$ cat config.mk
export PLATFORM = sky130hd
export DESIGN_NAME = ili_init_seq
export DESIGN_NICKNAME = d
export VERILOG_FILES = /design/src/rtl/ili_init_seq_pkg.sv /design/src/rtl/ili_init_seq_ms_tick.sv /design/src/rtl/ili_init_seq.sv
export SDC_FILE = /design/constraint.sdc
export NUM_CORES = 1
export LEC_CHECK = 0
export CAP_MARGIN = 20
export CORE_MARGIN = 2
export CORE_UTILIZATION = 25
export DETAILED_ROUTE_END_ITERATION = 6
export SKIP_LAST_GASP = 1
export SLEW_MARGIN = 20
export SYNTH_ARGS = -nofsm -noshare
export SYNTH_HDL_FRONTEND = slang
export SYNTH_SLANG_ARGS = --single-unit
$ cat constraint.sdc
create_clock -name clk -period 7.05 [get_ports clk]
set_input_delay 1.41 -clock clk [delete_from_list [all_inputs] [get_ports clk]]
set_output_delay 1.41 -clock clk [all_outputs]
set_load 0.02 [all_outputs]
$ cat src/rtl/ili_init_seq_pkg.sv
// Shared types for the ILI9341 init sequencer: entry kinds, FSM states,
// entry width and the default ILI9341 power-up table.
package ili_pkg;

    typedef enum logic [1:0] {
        K_CMD   = 2'd0,
        K_DATA  = 2'd1,
        K_DELAY = 2'd2,
        K_END   = 2'd3
    } kind_e;

    typedef enum logic [3:0] {
        S_IDLE     = 4'd0,
        S_RST_LO   = 4'd1,
        S_RST_WAIT = 4'd2,
        S_FETCH    = 4'd3,
        S_SEND     = 4'd4,
        S_DELAY    = 4'd5,
        S_FINISH   = 4'd6
    } state_e;

    localparam int DEF_DW  = 8;
    localparam int ENTRY_W = 2 + DEF_DW;

    // Minimal bring-up: soft reset, sleep out, 16-bit pixels, BGR order, display on.
    function automatic logic [ENTRY_W-1:0] ili9341_entry(input int idx);
        logic [ENTRY_W-1:0] e;
        case (idx)
            0:       e = {K_CMD,   8'h01};
            1:       e = {K_DELAY, 8'd5};
            2:       e = {K_CMD,   8'h11};
            3:       e = {K_DELAY, 8'd120};
            4:       e = {K_CMD,   8'h3A};
            5:       e = {K_DATA,  8'h55};
            6:       e = {K_CMD,   8'h36};
            7:       e = {K_DATA,  8'h48};
            8:       e = {K_CMD,   8'h29};
            default: e = {K_END,   8'h00};
        endcase
        return e;
    endfunction

endpackage

$ cat src/rtl/ili_init_seq_ms_tick.sv
// Millisecond tick generator; clr restarts the count so that the cycle in
// which clr is high is cycle 0 of a fresh millisecond.
module ili_ms_tick #(
    parameter int CLK_HZ = 100_000_000
) (
    input  logic clk,
    input  logic rst,
    input  logic clr,
    output logic tick
);

    localparam int PERIOD = (CLK_HZ / 1000 > 0) ? CLK_HZ / 1000 : 1;
    localparam int CW     = (PERIOD > 1) ? $clog2(PERIOD) : 1;
    localparam logic [CW-1:0] LAST = CW'(PERIOD - 1);

    logic [CW-1:0] cnt;

    always_comb begin
        tick = clr ? (PERIOD == 1) : (cnt == LAST);
    end

    always_ff @(posedge clk) begin
        if (rst) begin
            cnt <= '0;
        end else if (clr) begin
            cnt <= (PERIOD == 1) ? '0 : CW'(1);
        end else if (tick) begin
            cnt <= '0;
        end else begin
            cnt <= cnt + CW'(1);
        end
    end

endmodule

$ cat src/rtl/ili_init_seq.sv
// ili_init_seq: pulses the panel reset, then streams a ROM of command/data/
// delay entries to an SPI byte transmitter. Define ILI_INIT_SEQ_DBG_EN to add
// the dbg_index/dbg_state outputs.
module ili_init_seq
    import ili_pkg::*;
#(
    parameter int DW          = 8,
    parameter int CLK_HZ      = 100_000_000,
    parameter int DEPTH       = 64,
    parameter int RST_LOW_MS  = 1,
    parameter int RST_WAIT_MS = 120,
    parameter bit USE_DEFAULT_ROM = 1'b1,
    parameter logic [DEPTH*(DW+2)-1:0] ROM_IMAGE = '0
) (
    input  logic          clk,
    input  logic          rst,
    input  logic          start,
    input  logic          tx_ready,
    output logic          tx_valid,
    output logic [DW-1:0] tx_data,
    output logic          tx_dc,
    output logic          cs_n,
    output logic          rst_n,
    output logic          busy,
    output logic          done
`ifdef ILI_INIT_SEQ_DBG_EN
    ,
    output logic [$clog2(DEPTH)-1:0] dbg_index,
    output logic [3:0]               dbg_state
`endif
);

    // tx_valid/tx_ready: a byte transfers on a cycle where both are high;
    // tx_valid, tx_data and tx_dc hold unchanged until that cycle.

    localparam int EW = DW + 2;
    localparam int IW = $clog2(DEPTH + 1);
    localparam int MW = (DW > 16) ? DW : 16;
    localparam logic [IW-1:0] LAST_IDX = IW'(DEPTH);

    function automatic logic [EW-1:0] rom_entry(input int i);
        logic [ENTRY_W-1:0] d;
        d = ili9341_entry(i);
        if (USE_DEFAULT_ROM) begin
            return {d[ENTRY_W-1 -: 2], DW'(d[DEF_DW-1:0])};
        end
        return ROM_IMAGE[i*EW +: EW];
    endfunction

    state_e        state;
    logic [IW-1:0] index;
    logic [IW-1:0] rd_addr;
    logic [MW-1:0] ms_cnt;
    logic [MW-1:0] dly_ms;
    logic [EW-1:0] rom_q;
    logic          tick_clr;
    logic          tick;
    kind_e         rom_kind;
    logic [DW-1:0] rom_payload;

    ili_ms_tick #(
        .CLK_HZ(CLK_HZ)
    ) u_tick (
        .clk (clk),
        .rst (rst),
        .clr (tick_clr),
        .tick(tick)
    );

    // Read ahead on acceptance so FETCH sees the next entry in its first cycle.
    always_comb begin
        rd_addr = (state == S_SEND && tx_ready) ? index + IW'(1) : index;
    end

    always_ff @(posedge clk) begin
        if (rst) begin
            rom_q <= '0;
        end else begin
            rom_q <= (rd_addr < LAST_IDX) ? rom_entry(int'(rd_addr)) : {K_END, {DW{1'b0}}};
        end
    end

    assign rom_kind    = kind_e'(rom_q[EW-1 -: 2]);
    assign rom_payload = rom_q[DW-1:0];

    always_ff @(posedge clk) begin
        if (rst) begin
            state    <= S_IDLE;
            index    <= '0;
            ms_cnt   <= '0;
            dly_ms   <= '0;
            tick_clr <= 1'b0;
            tx_valid <= 1'b0;
            tx_data  <= '0;
            tx_dc    <= 1'b0;
            cs_n     <= 1'b1;
            rst_n    <= 1'b1;
            busy     <= 1'b0;
            done     <= 1'b0;
        end else begin
            tick_clr <= 1'b0;
            case (state)
                S_IDLE: begin
                    if (start) begin
                        state    <= S_RST_LO;
                        tick_clr <= 1'b1;
                        ms_cnt   <= '0;
                        index    <= '0;
                        rst_n    <= 1'b0;
                        busy     <= 1'b1;
                        done     <= 1'b0;
                    end
                end
                S_RST_LO: begin
                    if (tick) begin
                        if (ms_cnt == MW'(RST_LOW_MS - 1)) begin
                            state    <= S_RST_WAIT;
                            tick_clr <= 1'b1;
                            ms_cnt   <= '0;
                            rst_n    <= 1'b1;
                        end else begin
                            ms_cnt <= ms_cnt + MW'(1);
                        end
                    end
                end
                S_RST_WAIT: begin
                    if (tick) begin
                        if (ms_cnt == MW'(RST_WAIT_MS - 1)) begin
                            state    <= S_FETCH;
                            tick_clr <= 1'b1;
                            ms_cnt   <= '0;
                            cs_n     <= 1'b0;
                        end else begin
                            ms_cnt <= ms_cnt + MW'(1);
                        end
                    end
                end
                S_FETCH: begin
                    tick_clr <= 1'b1;
                    // Running off the end of the ROM behaves like an END entry.
                    if (index == LAST_IDX || rom_kind == K_END) begin
                        state <= S_FINISH;
                        cs_n  <= 1'b1;
                    end else if (rom_kind == K_DELAY) begin
                        state  <= S_DELAY;
                        dly_ms <= MW'(rom_payload);
                        ms_cnt <= '0;
                        index  <= index + IW'(1);
                    end else begin
                        state    <= S_SEND;
                        tx_valid <= 1'b1;
                        tx_data  <= rom_payload;
                        tx_dc    <= rom_q[DW];
                    end
                end
                S_SEND: begin
                    if (tx_ready) begin
                        state    <= S_FETCH;
                        tick_clr <= 1'b1;
                        tx_valid <= 1'b0;
                        index    <= index + IW'(1);
                    end
                end
                S_DELAY: begin
                    if (dly_ms == '0) begin
                        state    <= S_FETCH;
                        tick_clr <= 1'b1;
                    end else if (tick) begin
                        if (ms_cnt == dly_ms - MW'(1)) begin
                            state    <= S_FETCH;
                            tick_clr <= 1'b1;
                        end else begin
                            ms_cnt <= ms_cnt + MW'(1);
                        end
                    end
                end
                S_FINISH: begin
                    state    <= S_IDLE;
                    tick_clr <= 1'b1;
                    busy     <= 1'b0;
                    done     <= 1'b1;
                end
                default: begin
                    state <= S_IDLE;
                end
            endcase
        end
    end

`ifdef ILI_INIT_SEQ_DBG_EN
    assign dbg_index = index[$clog2(DEPTH)-1:0];
    assign dbg_state = state;
`endif

endmodule

; ---- After elaboration in Yosys (flattened, before gate mapping)
; Memories as Yosys holds them, arrays and structs flattened.
; Index checks and enable logic that the tools add are counted.
[totals]
reg_bits = 77
mem_bits_ro = 144
inputBits = 4
elab_cells = 139
mem_count = 1
[classes]
n_addsub = 4
mul = 1
magnitude_cmp = 1
eq_ne = 27
shifts = 1
mux = 61
bitwise = 3
reduce_logical = 24
[memory_table]
columns = memory, words, word_bits, read_ports, rd_ports_with_merged_regs, write_ports, line_no
row1 = (no name shown), 16, 9, 1, 0, 0, ili_init_seq_pkg.sv:28  ; case (idx)
[op_table]
columns = op, count
row1 = variable part select 640 x 12 -> 10 bit (first input constant), 1
row2 = two-way mux 16 bit, 10
row3 = case mux 16 bit (5 select lines), 1
row4 = two-way mux 4 bit, 9
row5 = two-way mux 7 bit, 5
row6 = zero test 16 bit, 2
row7 = two-way mux 10 bit, 3
row8 = inequality test 2 bit (second input constant), 13
row9 = two-way mux 1 bit, 24
row10 = case mux 4 bit (6 select lines), 1
row11 = case mux 7 bit (3 select lines), 1
row12 = adder 17 x 1 -> 17 bit (second input constant), 1
row13 = equality test 17 bit (second input constant), 1
row14 = adder 16 x 1 -> 16 bit (second input constant), 1
row15 = equality test 16 bit, 1
row16 = equality test 16 x 7 -> 1 bit (second input constant), 1
row17 = equality test 4 x 3 -> 1 bit (second input constant), 3
row18 = AND reduction 4 bit, 3
row19 = multiplier 7 x 3 -> 10 bit (second input constant), 1
row20 = case mux 1 bit (2 select lines), 5
row21 = AND reduction 9 bit, 1
row22 = subtractor 8 x 1 -> 9 bit (second input constant), 1
row23 = equality test 4 x 2 -> 1 bit (second input constant), 2
row24 = AND reduction 8 bit, 1
row25 = 21 further kinds, 30

; ---- Depth between registers and ports, before layout
; Gate-level depths: netlist of run 1.
[logic_depth]
depth_word = 7
ltp_mapped = 11
depth_no_buf = 10

; ---- Hierarchy
; From an unflattened synthesis of run 1, not the netlist that was laid out.
[hier_totals]
cells_unflattened = 494
hier_area_um2 = 4006.3
[by_module_without_submodules]
columns = module, n_inst, cells_per_inst, area_each_um2, seq_area_each_um2
row1 = ili_init_seq, 1, 406, 3206.8, 1121.1
row2 = ili_ms_tick, 1, 88, 799.5, 340.3

; ---- Worst setup path after synthesis of run 1
; No wires, ideal clock.
[synth_timing]
kind = input-to-reg
from = in tx_ready
to = reg rom_q[5]
setup_ns = 0.074
t_arrival_ns = 2.940
slack_ns = 4.036
path_stages = 9
path_cell_list = nor4bb_1 -> clkbuf_1 -> o21ai_0 -> inv_1 -> ha_1 -> a21oi_1 -> a21oi_1 -> nand2_1 -> a31oi_1
[synth_via]
elab_chain_len = 5
word_cells_on_any_way = 11
cone_classes = mul: 1 / order compare: 1 / shift: 1 / mux: 3 / bitwise: 1 / reduce/logical: 3 / memory: 1
[synth_lines]
columns = element, line_no
row1 = start: declaration, ili_init_seq.sv:18  ; input logic tx_ready,
row2 = logical AND 1 bit *, ili_init_seq.sv:72  ; rd_addr = (state == S_SEND && tx_ready) ? index + IW'(1) : index;
row3 = two-way mux 7 bit *, ili_init_seq.sv:72
row4 = multiplier 7 x 3 -> 10 bit (tied with other cells), ili_init_seq.sv:47  ; return ROM_IMAGE[i*EW +: EW];
row5 = variable part select 640 x 12 -> 10 bit (tied with other cells), ili_init_seq.sv:47
row6 = two-way mux 10 bit or OR reduction 2 bit (tied branches), -
row7 = end signal: assignment, ili_init_seq.sv:79  ; rom_q <= (rd_addr < LAST_IDX) ? rom_entry(int'(rd_addr)) : {K_END, {DW{1'b0}}};
row8 = end: declaration, ili_init_seq.sv:55  ; logic [EW-1:0] rom_q;
; Mark *: on every way between the ends. The rest lies on a longest branch, timed or not.
; A chain may end at the register's enable or synchronous reset.

; ---- Worst setup path after layout of run 1
[layout_timing]
from = in start
to = reg ms_cnt[15]
[layout_via]
elab_chain_len = 2
[layout_lines]
columns = element, line_no
row1 = start: declaration, ili_init_seq.sv:17  ; input logic start,
row2 = inequality test 2 bit (no line), -
row3 = AND reduction 9 bit (no line), -
row4 = end signal: assignment, ili_init_seq.sv:122  ; ms_cnt <= ms_cnt + MW'(1);
row5 = end signal: assignment, ili_init_seq.sv:134  ; ms_cnt <= ms_cnt + MW'(1);
row6 = end signal: assignment, ili_init_seq.sv:173  ; ms_cnt <= ms_cnt + MW'(1);
row7 = end: declaration, ili_init_seq.sv:53  ; logic [MW-1:0] ms_cnt;
; No other way between the ends.

==> reports/results.ini, run 1 <==
[status]
status = finished, final reports clean

[setup_path]
path_delay_family = compound AO/OA/AOI/OAI gates
critPathLaunchType = input port
max_stage_delay_ns = 0.58
cp-end-kind = flip-flop
slowest_stage = clkdlybuf4s50_1
cp_cell_sequence = clkdlybuf4s50_1 -> nand2_1 -> o31ai_1 -> and3_1 -> o311a_1 -> a41oi_2 -> a311oi_2
worstPathArrival_ns = 3.66
crit_fanout = 11
path_class = input port to flip-flop
cp.required_ns = 7.30
cp_num_buf_inv = 1

[logic_synthesis]
yosysSeqAreaShare = 0.3589
synth_top_area_frac = 0.3589
synth_cell_types = 67
yosys-top-cells-area = dfxtp_1 (36%), nor2_1 (6.6%), a21oi_1 (4.1%)
ys_warn_count = 0
ys_seq_elements = 73
synth_edf_count = 0
avgSynthCellArea_um2 = 8.143
ys_async_sr_fraction = 0
synth_top_cell_by_area = dfxtp_1
synthFlopType = dfxtp_1
synthCells = 500
syn_area_mm2 = 0.004071
syn_nets = 513

[timing]
fmax_mhz = 292.6
rsz0062_at_grt = false
worst_pin_slew_ns = 0.9418
setup_violations = 0
post-route-min-period_ns = 3.417
holdWs_ns = 0.4721
relSlewSlack = 0.3698
skew_ns = 0.008821
hold_viol = 0
finalCritPeriodShare = 0.4847
finalSetupTns_ns = 0
slew_viol_final = 0
fin_ws_ns = 3.633

[detailed_routing]
drtIter0Drc = 185
num_vias = 3551
routed_wirelength_um = 9590
drtAntennaViolNets = 0
viasPerCell = 4.918
drc = 0
firstDrtPassIters = 5
wl_per_cell_um = 13.28

[cts]
ctsHoldBuffers = 0
clk_latency_ns = 0.33
clockBufferDepth = 2
htree_levels = 3
cts_tree = done
clk_pin_slew_worst_paths_ns = 0.06
cts_buffers = 9
clock_sinks = 73
cts_root_buf = clkbuf_16
cts_setup_buffers = 0
cts_resized = 0

[layout]
final_common_cell = dfxtp_1
regArea_mm2 = 0.001461
fillers = 1732
antennaDiodeCount = 0
fin_area_mm2 = 0.004728
multi_input_area_mm2 = 0.002415
final_cell_mix = dfxtp_1 (73), nor2_1 (72), nand2_1 (42), a21oi_1 (33), o21ai_0 (23)
nets = 514
drive_above_1_share = 0.07708
synthToLayoutAreaGrowth_pct = 16.13

[floorplanning]
rows = 46
ioPinCount = 18
die_w_um = 131.6
coreArea_mm2 = 0.01589
fp.dieH_um = 131.6
start_util = 0.2563
dieArea_mm2 = 0.01732

[global_route]
antenna_found_initial = 0
grt_pass1_wl_um = 16390
grt_start_max_net_pins = 52
grt_pass1_vias = 3447
overflow = 0
track_usage = 0.1121

[pwr]
power_density_mw_per_mm2 = 254.9
power_mw = 1.205
peakVddDrop_uv = 96.97
leakage_nw = 1.597

[placed_design]
dpl_cell_area_mm2 = 0.004399
preCtsSetupSlack_ns = 3.302
port_buffers = 16
finalWeightedCongestion = 0.8330
hpwl_um = 6978

[worst_hold_path]
min-delay-path-class = flip-flop to flip-flop

[run]
drv_cap = 0

[per-stage QoR]
step | utilization | std cells
floorplan | - | 500
global placement | 0.2769 | 706
detailed placement | 0.2769 | 706
CTS | 0.2977 | 722
global route | 0.2977 | 722
finish | 0.2977 | 722
[final timing paths]
path | from | to | slack [ns] | cells past startpoint
max reg2reg | dly_ms[0] | ms_cnt[15] | 3.95 | 9
min reg2reg | rst_n | rst_n | 0.47 | 2
min | rst_n | rst_n | 0.47 | 2
max | start | ms_cnt[15] | 3.63 | 7
[layer usage]
metal	global-route usage	vias to the layer above	share of wire
met1	0.1348	1689	0.46
met4	0.03502	0	0.0099
li1	-	1797	-
met5	0	-	0
met2	0.1975	55	0.50
met3	0.02585	10	0.029
[synth_stat cells, types with 3 or more instances]
| cell | number |
|---|---|
| a211oi_1 | 4 |
| a211oi_2 | 4 |
| a21oi_1 | 33 |
| a22oi_1 | 3 |
| a311oi_2 | 4 |
| a31oi_1 | 3 |
| a41oi_1 | 3 |
| and2_1 | 3 |
| and3_1 | 8 |
| buf_1 | 3 |
| clkbuf_1 | 21 |
| dfxtp_1 | 73 |
| ha_1 | 9 |
| inv_1 | 19 |
| mux2i_1 | 15 |
| nand2_1 | 42 |
| nand2b_1 | 3 |
| nand3_1 | 22 |
| nand3b_1 | 4 |
| nand4_1 | 10 |
| nor2_1 | 72 |
| nor2b_1 | 7 |
| nor3_1 | 9 |
| nor3b_1 | 3 |
| nor4_1 | 5 |
| nor4b_1 | 4 |
| nor4bb_1 | 3 |
| o21a_1 | 5 |
| o21ai_0 | 23 |
| o31ai_1 | 5 |
| or3_1 | 4 |
| xnor2_1 | 10 |
| xor2_1 | 16 |
[cell families after synthesis]
kind of cell	after synthesis	share of synthesized area
AOI/OAI and AO/OA	117	0.2099
xor gates and xnor gates	27	0.06146
adders and majority gates	9	0.02766
buffers and inverters	49	0.04948
DFF	73	0.3589
muxes	15	0.03688
other	1	0.0009211
and+or+nand+nor	209	0.2548
[flip-flops by register name (all words and copies together), names as in the netlist]
register	flops
tx_valid	1
state	3
tx_dc	1
tx_data	7
index	7
rst_n	1
ms_cnt	16
cs_n	1
u_tick.cnt	17
done	1
rom_q	9
tick_clr	1
dly_ms	7
busy	1
[power breakdown]
| part | total (mW) | switching, mW | internal (mW) | leakage [nW] |
|---|---|---|---|---|
| logic | 0.245 | 0.159 | 0.0863 | 0.848 |
| clock network | 0.498 | 0.177 | 0.320 | 0.159 |
| registers | 0.463 | 0.0317 | 0.431 | 0.590 |
[cell type report]
type                       instances  share of cell area
tap                              216             0.05716
timing repair buffer              19             0.03758
sequential                        73              0.3091
inverter                          20             0.01588
clock inverter                     6             0.01905
multi-input combinational        378              0.5107
clock buffer                      10             0.05054
[worst min-delay path, stage by stage (launching register included)]
cell	delay (ns)
dfxtp_1	0.34
a21oi_1	0.06
nand2_1	0.05
No activity file was read; power rests on OpenSTA's default activity.
==> run 2: changes to the inputs <==
- clock period: 7.05 -> 2.9 ns (I/O delays scaled with it)
==> run 2 against run 1 <==
Compared with the run above:
- power is 150% higher
- die area stayed put
- critical endpoint is now ms_cnt[3]
- count of clock-buffer cells in the layout is 1 lower
- sequential share of layout area is 1.0 points lower
- largest cell class unchanged
- clock power is 140% higher
- cell area is 3.3% higher
- core utilization is 0.99 points higher
- flip-flop and latch count stayed put
- combinational power grew to 2.8 times the previous value
==> reports/results.ini, run 2 (synthesis results as in run 1) <==
[timing]
post-route-min-period_ns = 2.746
rsz0062_at_grt = true
fmax_mhz = 364.2
skew_ns = 0.006926  ; -0.001896 ns
hold_viol = 0  ; unchanged
relSlewSlack = 0.4850  ; +0.1152
finalCritPeriodShare = 0.9468
setup_violations = 0  ; unchanged
slew_viol_final = 0  ; unchanged
worst_pin_slew_ns = 0.7644  ; -0.1774 ns

[layout]
nets = 533  ; +3.7%
antennaDiodeCount = 0  ; unchanged
largest_reg_flops = 17  ; unchanged
synthToLayoutAreaGrowth_pct = 20.01
drive_above_1_share = 0.1105  ; +0.03340
final_common_cell = dfxtp_1
reg_top3 = u_tick.cnt (17), ms_cnt (16), rom_q (9)
fin_area_mm2 = 0.004886  ; +3.3%
instances_no_fill = 741  ; +2.6%
top_register = u_tick.cnt
final_cell_mix = dfxtp_1 (73), nor2_1 (72), nand2_1 (42), a21oi_1 (33), o21ai_0 (23)
fillers = 1707  ; -1.4%

[setup_path]
worstPathArrival_ns = 2.95  ; -0.71 ns
cp.required_ns = 3.10  ; -4.20 ns
rr_worst_depth = 10  ; +1
cp_num_buf_inv = 2  ; +1
path_delay_family = compound AO/OA/AOI/OAI gates
cp_cell_sequence = inv_1 -> ha_1 -> nor4b_1 -> nand3b_1 -> a211o_1 -> and3_1 -> o311a_1 -> buf_12 -> a41oi_1 -> a311oi_2
cp-end-kind = flip-flop
critPathLaunchType = flip-flop
r2r-end = ms_cnt[3]
crit_fanout = 11  ; unchanged
slowest_stage = dfxtp_1
path_class = flip-flop to flip-flop
r2r-start = index[0]
max_stage_delay_ns = 0.36  ; -0.22 ns
r2r_slack_ns = 0.15  ; -3.80 ns

[cts]
clockBufferDepth = 2  ; unchanged
cts_root_buf = clkbuf_16
clk_pin_slew_worst_paths_ns = 0.06  ; about the same
clock_sinks = 73  ; unchanged
clk_latency_ns = 0.34  ; about the same
cts_buffers = 9  ; unchanged
cts_tree = done
htree_levels = 3  ; unchanged

[detailed_routing]
drtAntennaViolNets = 0  ; unchanged
drtIter0Drc = 225  ; +22%
drc = 0  ; unchanged
routed_wirelength_um = 9803  ; +2.2%
viasPerCell = 4.891  ; -0.56%
firstDrtPassIters = 4  ; -1
wl_per_cell_um = 13.23  ; -0.40%
num_vias = 3624  ; +2.1%

[run]
drv_cap = 0  ; unchanged

[floorplanning]
start_util = 0.2563  ; unchanged
coreArea_mm2 = 0.01589  ; unchanged
ioPinCount = 18  ; unchanged
fp.dieH_um = 131.6  ; unchanged
dieArea_mm2 = 0.01732  ; unchanged
die_w_um = 131.6  ; unchanged
rows = 46  ; unchanged

[pwr]
peakVddDrop_uv = 285.6  ; +190%
power_mw = 2.988  ; +150%
leakage_nw = 1.687  ; +5.6%
power_density_mw_per_mm2 = 611.5  ; +140%

[worst_hold_path]
worstHoldStart = tx_data[0]
min-delay-path-class = flip-flop to flip-flop
min_path_cells = 2  ; unchanged
whs_endpoint = tx_data[0]

[global_route]
grt_pass1_vias = 3501  ; +1.6%
overflow = 0  ; unchanged
track_usage = 0.1154  ; +0.003285
grt_start_max_net_pins = 36  ; -31%
antenna_found_initial = 0  ; unchanged
grt_pass1_wl_um = 16750  ; +2.2%

[placed_design]
dp_cells = 725  ; +2.7%
hpwl_um = 7294  ; +4.5%
port_buffers = 16  ; unchanged
finalWeightedCongestion = 0.8303  ; -0.32%
dpl_cell_area_mm2 = 0.004554  ; +3.5%

[status]
status = finished, final reports clean

-- run 2: cell count changes in the layout (fill, tap and decap cells not counted), sizes merged --
cell / before / now
inv: 20 / 21
clkinvlp: 1 / 2
buf: 4 / 23
clkbuf: 10 / 9
clkinv: 3 / 2
-- run 2: how the worst max path moves through the flow --
stage | from | end | slack [ns] | cells after the start
floorplan | dly_ms[0] | ms_cnt[4] | 0.35 | 10
global placement | dly_ms[0] | ms_cnt[13] | 0.16 | 7
finish | index[0] | ms_cnt[3] | 0.15 | 10
CTS | dly_ms[0] | ms_cnt[13] | 0.09 | 7
global route | index[0] | ms_cnt[12] | -0.0009 | 9
detailed placement | dly_ms[0] | ms_cnt[13] | 0.09 | 7
-- run 2: layout make-up --
cell class	instances	area, um^2	area share
flip-flops and latches	73	1461	0.2991
multi-input cells	378	2420	0.4953
clock buffers	9	225.2	0.04609
repair buffers	38	332.8	0.06812
well taps	216	270.3	0.05531
clock inverters	7	101.3	0.02074
inverters	20	75.07	0.01536
-- run 2: report_power, final --
group / leakage [nW] / internal (mW) / switching [mW]
Clock: 0.153 / 0.760 / 0.446
Combinational: 0.944 / 0.253 / 0.422
Sequential: 0.590 / 1.05 / 0.0585
Total: 1.69 / 2.06 / 0.927
-- run 2: worst reg2reg max path, delay by kind of cell, from the launching register on --
family	cells	cell delay, ns
simple gates	3	0.83
fa+ha+maj	1	0.15
flops	1	0.36
buf+inv	2	0.24
compound gates	4	1.03
-- run 2: stage by stage --
| step | hold slack, ns | utilization | worst slack [ns] | TNS [ns] |
|---|---|---|---|---|
| global placement | 0.4693 | 0.2867 | 0.1622 | 0 |
| global route | 0.5280 | 0.3076 | -0.0008811 | -0.0008811 |
| detailed placement | 0.4755 | 0.2867 | 0.08935 | 0 |
| floorplan | 0.4601 | - | 0.3510 | 0 |
| finish | 0.4968 | 0.3076 | 0.1543 | 0 |
| CTS | 0.4986 | 0.3073 | 0.08707 | 0 |
-- run 2: routing by layer --
layer	track usage	share of wire
met1	0.1395	0.44
met5	0	0
met2	0.2007	0.51
met4	0.04589	0.017
met3	0.02238	0.038
-- run 2: what timing repair did --
action                     4_1_cts  5_1_grt
hold buffers                     0        0
gates resized for setup          0        1
setup endpoints to repair        0       11
buffers inserted                 0        0
==> run 3: changes to the inputs <==
- SLEW_MARGIN: 20 -> 10
==> results of run 3 <==
Same layout as run 2: the final DEF is identical, and so are final timing and power.
